--- src/rtl/wr_pps_monitor_if.sv ---
// rtl/wr_pps_monitor_if.sv - PPS input/clear and status/counter bundle for wr_pps_monitor
interface wr_pps_monitor_if;
  logic        pps_i;
  logic        clr_i;
  logic        pps_o;
  logic [31:0] seconds_o;
  logic [31:0] period_o;
  logic [15:0] missing_cnt_o;
  logic [15:0] early_cnt_o;
  logic [1:0]  state_o;
  logic        locked_o;

  modport master (
    output pps_i, clr_i,
    input  pps_o, seconds_o, period_o, missing_cnt_o, early_cnt_o, state_o, locked_o
  );

  modport slave (
    input  pps_i, clr_i,
    output pps_o, seconds_o, period_o, missing_cnt_o, early_cnt_o, state_o, locked_o
  );
endinterface

--- src/rtl/wr_pps_monitor.sv ---
// rtl/wr_pps_monitor.sv - WR PPS validator: period check, lock FSM, flywheel holdover, counters
module wr_pps_monitor #(
  parameter logic [31:0] NOMINAL_CLKS = 32'd62500000,
  parameter logic [31:0] TOL_CLKS     = 32'd100,
  parameter logic [15:0] LOCK_COUNT   = 16'd3,
  parameter logic [15:0] HOLDOVER_MAX = 16'd10
) (
  input logic             clk_sys_i,
  input logic             reset_i,
  wr_pps_monitor_if.slave mon
);
  typedef enum logic [1:0] {
    UNLOCKED = 2'd0,
    ACQUIRE  = 2'd1,
    LOCKED   = 2'd2,
    HOLDOVER = 2'd3
  } state_t;

  localparam logic [31:0] LO_CLKS = NOMINAL_CLKS - TOL_CLKS;
  localparam logic [31:0] HI_CLKS = NOMINAL_CLKS + TOL_CLKS;

  state_t      state, state_n;
  logic        pps_d;
  logic [31:0] cnt, cnt_n, cnt_inc;
  logic [15:0] good_run, good_run_n;
  logic [15:0] hold, hold_n;
  logic        pulse, miss_inc, early_inc;
  logic        edge_det, good, early, timeout, tick;

  assign edge_det = mon.pps_i & ~pps_d;
  assign cnt_inc  = (cnt == 32'hFFFF_FFFF) ? cnt : cnt + 32'd1;
  assign good     = edge_det && (cnt >= LO_CLKS) && (cnt <= HI_CLKS);
  assign early    = edge_det && (cnt < LO_CLKS);
  assign timeout  = !edge_det && (cnt == HI_CLKS);
  assign tick     = !edge_det && (cnt == NOMINAL_CLKS);

  always_comb begin
    state_n    = state;
    cnt_n      = cnt_inc;
    good_run_n = good_run;
    hold_n     = hold;
    pulse      = 1'b0;
    miss_inc   = 1'b0;
    early_inc  = 1'b0;
    case (state)
      UNLOCKED: begin
        if (edge_det) begin
          cnt_n      = 32'd1;
          good_run_n = 16'd0;
          state_n    = ACQUIRE;
        end
      end
      ACQUIRE: begin
        if (good) begin
          cnt_n      = 32'd1;
          good_run_n = good_run + 16'd1;
          if (good_run + 16'd1 >= LOCK_COUNT) begin
            state_n = LOCKED;
            pulse   = 1'b1;
          end
        end else if (early) begin
          cnt_n      = 32'd1;
          good_run_n = 16'd0;
          early_inc  = 1'b1;
        end else if (timeout) begin
          miss_inc = 1'b1;
          state_n  = UNLOCKED;
        end
      end
      LOCKED: begin
        if (good) begin
          pulse = 1'b1;
          cnt_n = 32'd1;
        end else if (early) begin
          early_inc = 1'b1;
        end else if (timeout) begin
          // Restart at TOL+1 so later flywheel ticks land on the ideal second boundary.
          pulse    = 1'b1;
          miss_inc = 1'b1;
          cnt_n    = TOL_CLKS + 32'd1;
          hold_n   = 16'd1;
          state_n  = HOLDOVER;
        end
      end
      HOLDOVER: begin
        if (good) begin
          pulse   = 1'b1;
          cnt_n   = 32'd1;
          state_n = LOCKED;
        end else if (edge_det) begin
          early_inc = 1'b1;
        end else if (tick) begin
          miss_inc = 1'b1;
          if (hold < HOLDOVER_MAX) begin
            pulse  = 1'b1;
            cnt_n  = 32'd1;
            hold_n = hold + 16'd1;
          end else begin
            state_n = UNLOCKED;
          end
        end
      end
      default: state_n = UNLOCKED;
    endcase
  end

  always_ff @(posedge clk_sys_i or posedge reset_i) begin
    if (reset_i) begin
      state             <= UNLOCKED;
      pps_d             <= 1'b0;
      cnt               <= 32'd0;
      good_run          <= 16'd0;
      hold              <= 16'd0;
      mon.pps_o         <= 1'b0;
      mon.locked_o      <= 1'b0;
      mon.seconds_o     <= 32'd0;
      mon.period_o      <= 32'd0;
      mon.missing_cnt_o <= 16'd0;
      mon.early_cnt_o   <= 16'd0;
    end else begin
      state        <= state_n;
      pps_d        <= mon.pps_i;
      cnt          <= cnt_n;
      good_run     <= good_run_n;
      hold         <= hold_n;
      mon.pps_o    <= pulse;
      mon.locked_o <= (state_n == LOCKED);
      if (edge_det) mon.period_o <= cnt;
      if (mon.clr_i) begin
        mon.seconds_o     <= 32'd0;
        mon.missing_cnt_o <= 16'd0;
        mon.early_cnt_o   <= 16'd0;
      end else begin
        if (pulse) mon.seconds_o <= mon.seconds_o + 32'd1;
        if (miss_inc && mon.missing_cnt_o != 16'hFFFF)
          mon.missing_cnt_o <= mon.missing_cnt_o + 16'd1;
        if (early_inc && mon.early_cnt_o != 16'hFFFF)
          mon.early_cnt_o <= mon.early_cnt_o + 16'd1;
      end
    end
  end

  assign mon.state_o = state;
endmodule

--- src/flat_wrapper.sv ---
// flat-port wrapper written by rule: the top's interface ports become plain ports
module wr_pps_monitor_flat 
#(
  parameter logic [31:0] NOMINAL_CLKS = 32'd62500000,
  parameter logic [31:0] TOL_CLKS     = 32'd100,
  parameter logic [15:0] LOCK_COUNT   = 16'd3,
  parameter logic [15:0] HOLDOVER_MAX = 16'd10
)
  (clk_sys_i, reset_i, mon_pps_i, mon_clr_i, mon_pps_o, mon_seconds_o, mon_period_o, mon_missing_cnt_o, mon_early_cnt_o, mon_state_o, mon_locked_o);
  wr_pps_monitor_if mon_i ();
  input logic clk_sys_i;
  input logic reset_i;
  input wire logic [$bits(mon_i.pps_i)-1:0] mon_pps_i;
  input wire logic [$bits(mon_i.clr_i)-1:0] mon_clr_i;
  output wire logic [$bits(mon_i.pps_o)-1:0] mon_pps_o;
  output wire logic [$bits(mon_i.seconds_o)-1:0] mon_seconds_o;
  output wire logic [$bits(mon_i.period_o)-1:0] mon_period_o;
  output wire logic [$bits(mon_i.missing_cnt_o)-1:0] mon_missing_cnt_o;
  output wire logic [$bits(mon_i.early_cnt_o)-1:0] mon_early_cnt_o;
  output wire logic [$bits(mon_i.state_o)-1:0] mon_state_o;
  output wire logic [$bits(mon_i.locked_o)-1:0] mon_locked_o;
  assign mon_i.pps_i = mon_pps_i;
  assign mon_i.clr_i = mon_clr_i;
  assign mon_pps_o = mon_i.pps_o;
  assign mon_seconds_o = mon_i.seconds_o;
  assign mon_period_o = mon_i.period_o;
  assign mon_missing_cnt_o = mon_i.missing_cnt_o;
  assign mon_early_cnt_o = mon_i.early_cnt_o;
  assign mon_state_o = mon_i.state_o;
  assign mon_locked_o = mon_i.locked_o;
  wr_pps_monitor #(.NOMINAL_CLKS(NOMINAL_CLKS), .TOL_CLKS(TOL_CLKS), .LOCK_COUNT(LOCK_COUNT), .HOLDOVER_MAX(HOLDOVER_MAX)) u_core (.clk_sys_i(clk_sys_i), .reset_i(reset_i), .mon(mon_i));
endmodule
--- config.mk ---
export PLATFORM = sky130hd
export DESIGN_NAME = wr_pps_monitor_flat
export DESIGN_NICKNAME = d
export VERILOG_FILES = /design/src/rtl/wr_pps_monitor_if.sv /design/src/rtl/wr_pps_monitor.sv /design/src/flat_wrapper.sv
export SDC_FILE = /design/constraint.sdc
export NUM_CORES = 1
export LEC_CHECK = 0
export CORE_ASPECT_RATIO = 1.4
export CORE_MARGIN = 2
export CORE_UTILIZATION = 45
export DETAILED_ROUTE_END_ITERATION = 10
export PLACE_DENSITY = 0.67
export SYNTH_ARGS = -nofsm -noshare
export SYNTH_HDL_FRONTEND = slang
export SYNTH_SLANG_ARGS = --single-unit
--- constraint.sdc ---
create_clock -name clk_sys_i -period 10.93 [get_ports clk_sys_i]
set_input_delay 1.6395 -clock clk_sys_i [delete_from_list [all_inputs] [get_ports clk_sys_i]]
set_output_delay 1.6395 -clock clk_sys_i [all_outputs]
set_load 0.01 [all_outputs]
==> results.py, run 1 <==
metrics = {
    "outcome": {
        "outcome": "finished, final reports clean",
    },
    "hold_path": {
        "hp-class": "flop to flop",
        "min_from": "u_core.mon.period_o[26]",
        "holdPathEnd": "u_core.mon.period_o[26]",
        "hold_depth": 2,
    },
    "cts": {
        "root_buffer": "clkbuf_16",
        "htree_num_levels": 4,
        "cts_resized": 0,
        "clockBufferDepth": 2,
        "cts.sinks": 165,
        "clkTransAtPathRegs_ns": 0.06,
        "cts_setup_buffers": 0,
        "hold_buffers": 0,
        "clk_latency_ns": 0.43,
        "cts_buffers": 17,
        "cts_tree": "yes",
    },
    "pwr": {
        "power.density_mw_per_mm2": 136,
        "p_leak_nw": 4.53,
        "max-vdd-ir-drop_mv": 0.110,
    },
    "drt": {
        "drt_pass1_iterations": 5,
        "wl_mm": 20.6,
        "drt_iter0_markers": 517,
        "drc": 0,
        "via_per_inst": 5.54,
        "wl_per_cell_um": 15.4,
        "via_count": 7400,
        "ant_nets": 0,
    },
    "timing": {
        "finalSetupTns_ns": 0,
        "rsz0062_at_grt": "false",
        "period_needed_ns": 4.76,
        "fin_crit_sh": 0.436,
        "drv_slew": 0,
        "hold_viol_final": 0,
        "tightest_slew_ns": 1.13,
        "final.setup.worst_slack_ns": 6.17,
        "max_freq_mhz": 210,
        "setup_violations": 0,
        "finalClockSkew_ns": 0.0127,
        "slew_headroom": 0.244,
    },
    "setup_path": {
        "critPathArrivalTime_ns": 5.05,
        "end_kind": "flop",
        "crit_chain": "clkdlybuf4s50_1 > nor2b_2 > buf_4 > nor3_1 > nand3_1 > a211oi_1 > nand3_1 > nor3_1 > xnor2_1 > nor2_1",
        "crit_slowest_cell": "a211oi_1",
        "rrSetupSlack_ns": 7.02,
        "critPathRequiredTime_ns": 11.22,
        "r2r-start": "u_core.cnt[5]",
        "r2r_end": "u_core.mon.seconds_o[24]",
        "max_stage_delay_ns": 0.82,
        "path_class": "input port to flop",
        "crit_fanout": 32,
        "worstRegToRegCells": 9,
        "cp-start-kind": "input port",
        "crit_start": "mon_pps_i",
    },
    "global_route": {
        "antenna_found_initial": 0,
        "track_usage": 0.207,
        "grt_max_degree": 96,
        "grt_pass1_wl_mm": 34.5,
        "grt_overflow": 0,
        "grt_pass1_vias": 6943,
    },
    "die": {
        "rows": 60,
        "start_util": 0.458,
        "io_pins": 104,
        "coreArea_mm2": 0.0191,
        "die_x_um": 122,
        "die_area_mm2": 0.0206,
        "fp.dieH_um": 169,
    },
    "cells_and_area": {
        "layout-drive-gt1-share": 0.0551,
        "antenna_cells": 0,
        "syn_to_final_growth_pct": 20.6,
        "final_common_cell": "dfrtp_1",
        "layout.nets": 1091,
        "mostFrequentLayoutCells": "dfrtp_1, nand2_1, nor2_1",
    },
    "run": {
        "maxCapViolCount": 0,
    },
    "logic_synthesis": {
        "netlist_top_cells_area": "dfrtp_1, nand2_1, nor2_1, nand3_1, xor2_1",
        "synth_cell_types": 56,
        "ys_warn_count": 0,
        "synth_ff_type": "dfrtp_1",
        "yosysSeqAreaShare": 0.471,
        "syn_area_per_cell_um2": 8.79,
        "synthArstFlopShare": 1.00,
        "ys_ff_latch": 165,
        "synthesis.area_mm2": 0.00877,
        "netlist.area_leader.share": 0.471,
        "synth_largest_area_cell": "dfrtp_1",
        "syn_nets": 1013,
        "synth_edf_count": 0,
        "synthCells": 997,
    },
    "placed_design": {
        "post-place-ws_ns": 5.73,
        "dp_hpwl_mm": 14.0,
        "portBuffers": 103,
        "gp_congestion": 0.857,
    },
}
## where the power goes
| part | switching, mW | total [mW] | internal (mW) | leakage (nW) |
|---|---|---|---|---|
| logic | 0.126 | 0.190 | 0.0640 | 1.97 |
| registers | 0.0201 | 0.651 | 0.630 | 2.28 |
| clock network | 0.244 | 0.593 | 0.349 | 0.283 |
## cell usage after synthesis (27+ instances only)
cell        n
a21oi_1    34
xor2_1     34
clkbuf_1   44
nand2_1   145
and3_1     28
nand4_1    35
dfrtp_1   165
nand3_1    61
xnor2_1    27
o21ai_0    59
inv_1      27
nor2_1    120
nor2b_1    30
## state kept, by name (all words and copies together) (netlist names)
name / count
u_core.cnt: 32
u_core.mon.period_o: 32
u_core.mon.seconds_o: 32
u_core.good_run: 16
u_core.hold: 16
u_core.mon.early_cnt_o: 16
u_core.mon.missing_cnt_o: 16
u_core.mon.state_o: 2
u_core.mon.locked_o: 1
u_core.mon.pps_o: 1
u_core.pps_d: 1
## layer usage
| layer | GRT usage | part of all wire | vias to the layer above |
|---|---|---|---|
| met5 | 0 | 0 | - |
| met4 | 0.0670 | 0.014 | 0 |
| met3 | 0.0353 | 0.042 | 20 |
| met2 | 0.342 | 0.49 | 166 |
| met1 | 0.276 | 0.46 | 3566 |
| li1 | - | - | 3648 |
## worst max-delay path by stage
stage	endpoint	slack (ns)	depth (start not counted)
floorplan	u_core.cnt[0]	4.83	1
global placement	u_core.mon.missing_cnt_o[15]	5.87	10
detailed placement	u_core.cnt[11]	5.73	9
CTS	u_core.cnt[25]	6.19	9
global route	u_core.mon.missing_cnt_o[13]	5.75	10
finish	u_core.mon.missing_cnt_o[13]	6.17	10
## critical path: cells and delay by family
kind / cells / cell delay, ns
xor gates and xnor gates: 1 / 0.15
buffers and inverters: 2 / 0.66
AOI/OAI and AO/OA: 1 / 0.82
and+or+nand+nor: 6 / 1.77
## area by class of cell
| class | instances | area [um2] |
|---|---|---|
| inverter | 28 | 110 |
| sequential | 165 | 4130 |
| multi-input combinational | 752 | 4350 |
| timing repair buffer | 111 | 1090 |
| clock buffer | 21 | 460 |
| tap | 248 | 310 |
| fill | 1791 | 8570 |
| clock inverter | 11 | 125 |
## kinds of logic (layout without fill, tap and decap cells)
| family | count (synthesis) | count (layout) | share of synthesized area |
|---|---|---|---|
| AOI/OAI and AO/OA | 138 | 138 | 0.0962 |
| muxes | 20 | 20 | 0.0253 |
| buffers and inverters | 80 | 171 | 0.0360 |
| and+or+nand+nor | 521 | 521 | 0.294 |
| DFF | 165 | 165 | 0.471 |
| xor gates and xnor gates | 61 | 61 | 0.0609 |
| adders and majority gates | 12 | 12 | 0.0171 |
## per-stage QoR
| step | hold WS [ns] | cells | utilization | instance area [um2] | power [mW] |
|---|---|---|---|---|---|
| floorplan | 0.465 | 997 | - | 8770 | 0.776 |
| global placement | 0.461 | 1304 | 0.522 | 9990 | 0.852 |
| detailed placement | 0.462 | 1304 | 0.522 | 9990 | 0.851 |
| CTS | 0.478 | 1336 | 0.552 | 10600 | 1.45 |
| global route | 0.496 | 1336 | 0.552 | 10600 | 1.50 |
| finish | 0.473 | 1336 | 0.552 | 10600 | 1.43 |
No activity file was read; power rests on OpenSTA's default activity.
==> run 2: changes to the inputs <==
Clock period 10.93 ns to 4.9 ns, I/O delays scaled along.
==> run 2 against run 1 <==
  * Core utilization up 0.28 points
  * Via count down 0.26%
  * Non-clock buffer count grew 3
  * Critical endpoint is now u_core.mon.seconds_o[25]
  * Largest power group unchanged
==> results.py, run 2 (synthesis results as in run 1) <==
metrics = {
    "outcome": {
        "outcome": "finished, final reports clean",
    },
    "hold_path": {
        "min_from": "u_core.mon.period_o[26]",
        "hold_depth": 2,
        "holdPathEnd": "u_core.mon.period_o[26]",
        "hp-class": "flop to flop",
    },
    "setup_path": {
        "r2r_end": "u_core.mon.seconds_o[25]",
        "path_class": "flop to flop",
        "critPathArrivalTime_ns": 4.14,
        "rrSetupSlack_ns": 1.08,
        "critPathRequiredTime_ns": 5.22,
        "crit_fanout": 46,
        "cp_common_cell": "or4_1",
        "max_stage_delay_ns": 0.57,
        "end_kind": "flop",
        "crit_slowest_cell": "or4_1",
        "r2r-start": "u_core.cnt[5]",
        "worstRegToRegCells": 9,
        "cp-start-kind": "flop",
        "crit_chain": "or4_1 > or4_1 > a311o_1 > a211oi_4 > o211a_1 > a311oi_4 > buf_4 > nor4_1 > mux2_2",
    },
    "placed_design": {
        "portBuffers": 103,
        "dp_hpwl_mm": 13.8,
        "gp_congestion": 0.883,
        "placed_area_mm2": 0.0100,
    },
    "drt": {
        "drt_iter0_markers": 425,
        "wl_mm": 20.5,
        "via_count": 7381,
        "drc": 0,
        "ant_nets": 0,
        "drt_pass1_iterations": 5,
        "via_per_inst": 5.51,
        "wl_per_cell_um": 15.3,
    },
    "pwr": {
        "finalPower_mw": 3.27,
        "combinationalPowerShare": 0.133,
        "power.density_mw_per_mm2": 308,
        "p_switching_mw": 0.903,
        "sw_frac_of_total": 0.276,
        "pwr-share-clk": 0.423,
        "pwr-share-seq": 0.444,
        "max-vdd-ir-drop_mv": 0.295,
        "intPower_mw": 2.37,
        "p_leak_nw": 4.55,
    },
    "timing": {
        "rsz0062_at_grt": "false",
        "hold_viol_final": 0,
        "fin_crit_sh": 0.780,
        "setup_violations": 0,
        "max_freq_mhz": 262,
        "finalClockSkew_ns": 0.0104,
        "period_needed_ns": 3.82,
        "drv_slew": 0,
        "finalSetupTns_ns": 0,
        "slew_headroom": 0.410,
        "tightest_slew_ns": 0.877,
    },
    "cts": {
        "htree_num_levels": 4,
        "cts_resized": 0,
        "cts_tree": "yes",
        "root_buffer": "clkbuf_16",
        "cts_buffers": 17,
        "cts.sinks": 165,
        "clk_latency_ns": 0.43,
        "clockBufferDepth": 2,
        "cts_setup_buffers": 0,
        "hold_buffers": 0,
        "clkTransAtPathRegs_ns": 0.06,
    },
    "cells_and_area": {
        "layout.nets": 1094,
        "antenna_cells": 0,
        "fin_area_mm2": 0.0106,
        "syn_to_final_growth_pct": 21.2,
        "fin_util": 0.555,
        "mostFrequentLayoutCells": "dfrtp_1, nand2_1, nor2_1",
        "layout-drive-gt1-share": 0.0577,
        "final_common_cell": "dfrtp_1",
        "reg.largest.list": "u_core.cnt: 32 flops, u_core.mon.period_o: 32 flops, u_core.mon.seconds_o: 32 flops",
    },
    "die": {
        "start_util": 0.458,
        "rows": 60,
        "coreArea_mm2": 0.0191,
        "die_x_um": 122,
        "fp.dieH_um": 169,
        "die_area_mm2": 0.0206,
        "io_pins": 104,
    },
    "global_route": {
        "grt_pass1_wl_mm": 34.6,
        "grt_max_degree": 166,
        "track_usage": 0.207,
        "antenna_found_initial": 0,
        "grt_pass1_vias": 6998,
        "grt_overflow": 0,
    },
    "run": {
        "maxCapViolCount": 0,
    },
}
## run 2: worst max-delay path by stage
stage / end / cells after the start / start
finish: u_core.mon.seconds_o[25] / 9 / u_core.cnt[5]
global route: u_core.mon.seconds_o[24] / 10 / u_core.good_run[0]
CTS: u_core.mon.seconds_o[24] / 9 / u_core.cnt[5]
detailed placement: u_core.mon.seconds_o[24] / 10 / mon_pps_i
global placement: u_core.mon.seconds_o[24] / 10 / mon_pps_i
floorplan: u_core.mon.seconds_o[31] / 10 / u_core.cnt[5]
## run 2: routing by layer
layer,global-route usage,routed length [um],up-vias
met1,0.270,9310,3533
li1,-,-,3640
met4,0.0710,322,0
met3,0.0373,852,24
met5,0,0,-
met2,0.347,10100,184
## run 2: per-stage QoR
| step | worst slack [ns] | cells | hold WS, ns |
|---|---|---|---|
| global placement | 1.12 | 1307 | 0.462 |
| finish | 1.08 | 1339 | 0.477 |
| detailed placement | 1.04 | 1307 | 0.462 |
| CTS | 1.10 | 1339 | 0.483 |
| floorplan | 1.51 | 997 | 0.465 |
| global route | 0.872 | 1339 | 0.500 |
## run 2: final cells by class
| class | instances | area (um2) |
|---|---|---|
| inverter | 28 | 109 |
| clock inverter | 13 | 173 |
| tap | 248 | 310 |
| multi-input combinational | 752 | 4350 |
| timing repair buffer | 114 | 1120 |
| sequential | 165 | 4130 |
| clock buffer | 19 | 433 |
| fill | 1756 | 8520 |
## run 2: power groups by stage
stage | clock (mW) | sequential (mW) | combinational (mW)
final | 1.38 | 1.45 | 0.437
after global placement | 0 | 1.48 | 0.441
after global routing | 1.47 | 1.46 | 0.484
after CTS | 1.42 | 1.45 | 0.442
after floorplan | 0 | 1.47 | 0.258
after detailed placement | 0 | 1.47 | 0.439
## run 2: worst max-delay path: cells and delay by family (launching register included)
family / cells / cell delay [ns]
buf+inv: 1 / 0.30
simple gates: 3 / 1.39
mux: 1 / 0.37
compound gates: 4 / 1.19
flops: 1 / 0.45
==> run 3: changes to the inputs <==
Settings changed: PLACE_DENSITY 0.67 to 0.69.
Clock period 4.9 ns to 3.4 ns, I/O delays scaled along.
==> run 3 against run 2 <==
  * Hold slack got worse by 0.0069 ns
  * Sequential power rose by 43%
  * First-iteration DRC count rose by 17%
  * Via count rose by 4.4%
==> results.py, run 3 (synthesis results as in run 1) <==
metrics = {
    "cells_and_area": {
        "final_cell_count_no_fill": 1378,
        "mostFrequentLayoutCells": "dfrtp_1, nand2_1, nor2_1",
        "layout-drive-gt1-share": 0.0965,
        "reg.largest.list": "u_core.cnt: 32 flops, u_core.mon.period_o: 32 flops, u_core.mon.seconds_o: 32 flops",
        "fillerInstances": 1715,
        "final_common_cell": "dfrtp_1",
        "syn_to_final_growth_pct": 25.5,
        "layout.nets": 1134,
        "antenna_cells": 0,
    },
    "global_route": {
        "grt_max_degree": 93,
        "grt_overflow": 0,
        "grt_pass1_wl_mm": 35.9,
        "track_usage": 0.214,
        "antenna_found_initial": 0,
        "grt_pass1_vias": 7306,
    },
    "cts": {
        "cts_buffers": 17,
        "clk_latency_ns": 0.44,
        "clkTransAtPathRegs_ns": 0.06,
        "cts_tree": "yes",
        "htree_num_levels": 4,
        "cts.sinks": 165,
        "hold_buffers": 0,
        "root_buffer": "clkbuf_16",
        "clockBufferDepth": 2,
    },
    "placed_design": {
        "dp_hpwl_mm": 14.7,
        "gp_congestion": 0.892,
        "portBuffers": 103,
        "place_inst": 1342,
    },
    "setup_path": {
        "critPathRequiredTime_ns": 3.72,
        "max_stage_delay_ns": 0.54,
        "crit_fanout": 9,
        "crit_chain": "or4_1 > or4_1 > a311o_1 > a211oi_4 > o211a_4 > a311oi_4 > nor4_2 > mux2_2",
        "path_class": "flop to flop",
        "critical_path.top_delay_family": "simple AND/OR/NAND/NOR gates",
        "cp-start-kind": "flop",
        "crit_slowest_cell": "or4_1",
        "cp_common_cell": "or4_1",
        "critPathBufInv": 0,
        "end_kind": "flop",
        "critPathArrivalTime_ns": 3.62,
    },
    "die": {
        "die_area_mm2": 0.0206,
        "io_pins": 104,
        "fp.dieH_um": 169,
        "rows": 60,
        "die_x_um": 122,
        "start_util": 0.458,
        "coreArea_mm2": 0.0191,
    },
    "drt": {
        "wl_mm": 21.8,
        "drc": 0,
        "drt_iter0_markers": 496,
        "ant_nets": 0,
        "via_per_inst": 5.59,
        "via_count": 7706,
        "drt_pass1_iterations": 5,
        "wl_per_cell_um": 15.8,
    },
    "outcome": {
        "outcome": "finished, final reports clean",
    },
    "pwr": {
        "max-vdd-ir-drop_mv": 0.311,
        "power.density_mw_per_mm2": 426,
        "p_leak_nw": 4.75,
    },
    "timing": {
        "period_needed_ns": 3.30,
        "fin_crit_sh": 0.970,
        "finalClockSkew_ns": 0.0155,
        "finalSetupTns_ns": 0,
        "tightest_slew_ns": 1.00,
        "drv_slew": 0,
        "max_freq_mhz": 303,
        "hold_viol_final": 0,
        "setup_violations": 0,
        "slew_headroom": 0.331,
    },
    "hold_path": {
        "hp-class": "flop to flop",
    },
    "run": {
        "maxCapViolCount": 0,
    },
}
==> run 3: changes by cell type in the layout (fill, tap and decap cells not counted), sizes merged <==
| cell | previous run | this run |
|---|---|---|
| clkinv | 3 | 4 |
| buf | 12 | 50 |
| inv | 31 | 28 |
| a311oi | 2 | 4 |
| bufinv | 3 | 2 |
| clkbuf | 19 | 21 |
==> run 3: per-stage QoR <==
stage | power, mW | hold slack (ns) | setup WS (ns) | instance area, um2 | utilization
2_1_floorplan | 2.49 | 0.465 | 0.0126 | 8770 | -
3_3_place_gp | 2.80 | 0.461 | 0.0000697 | 10300 | 0.538
3_5_place_dp | 2.80 | 0.461 | -0.0479 | 10300 | 0.538
4_1_cts | 4.73 | 0.477 | 0.0157 | 10900 | 0.569
5_1_grt | 4.89 | 0.504 | -0.0221 | 11000 | 0.575
6_report | 4.69 | 0.470 | 0.101 | 11000 | 0.575
==> run 3: final cells by class <==
cell class / instances / area [um2] / area share
flip-flops and latches: 165 / 4130 / 0.375
clock buffers: 21 / 460 / 0.0419
clock inverters: 10 / 123 / 0.0111
multi-input cells: 754 / 4430 / 0.403
repair buffers: 152 / 1440 / 0.131
inverters: 28 / 109 / 0.00990
well taps: 248 / 310 / 0.0282
==> run 3: worst paths after layout <==
check / start / to / slack, ns / cells past startpoint
setup / recovery: u_core.cnt[5] / u_core.mon.seconds_o[28] / 0.10 / 8
max in group asynchronous: reset_i / u_core.cnt[7] / 2.32 / 3
hold reg to reg: u_core.mon.period_o[4] / u_core.mon.period_o[4] / 0.47 / 2
min in group asynchronous: reset_i / u_core.good_run[5] / 0.62 / 3
hold / removal: u_core.mon.period_o[4] / u_core.mon.period_o[4] / 0.47 / 2
setup reg to reg: u_core.cnt[5] / u_core.mon.seconds_o[28] / 0.10 / 8
==> run 3: power by group <==
group | internal [mW] | switching, mW
Sequential | 2.03 | 0.0556
Clock | 1.12 | 0.793
Combinational | 0.260 | 0.433
Total | 3.41 | 1.28
==> run 3: per-layer routing <==
metal / routed length [um] / global-route usage
met1: 9500 / 0.282
met2: 11100 / 0.358
met3: 926 / 0.0349
met4: 286 / 0.0715
met5: 0 / 0
==> run 3: repair_timing <==
action,CTS,global route
gates resized for setup,0,10
gates cloned,0,3
buffers inserted,1,1
endpoints found under the setup margin,5,25
pin swaps,2,4
==> run 3: worst min-delay path, stage by stage (launching register included) <==
cell and delay, ns:
dfrtp_1 0.34, nand2_1 0.05, nand2_1 0.05
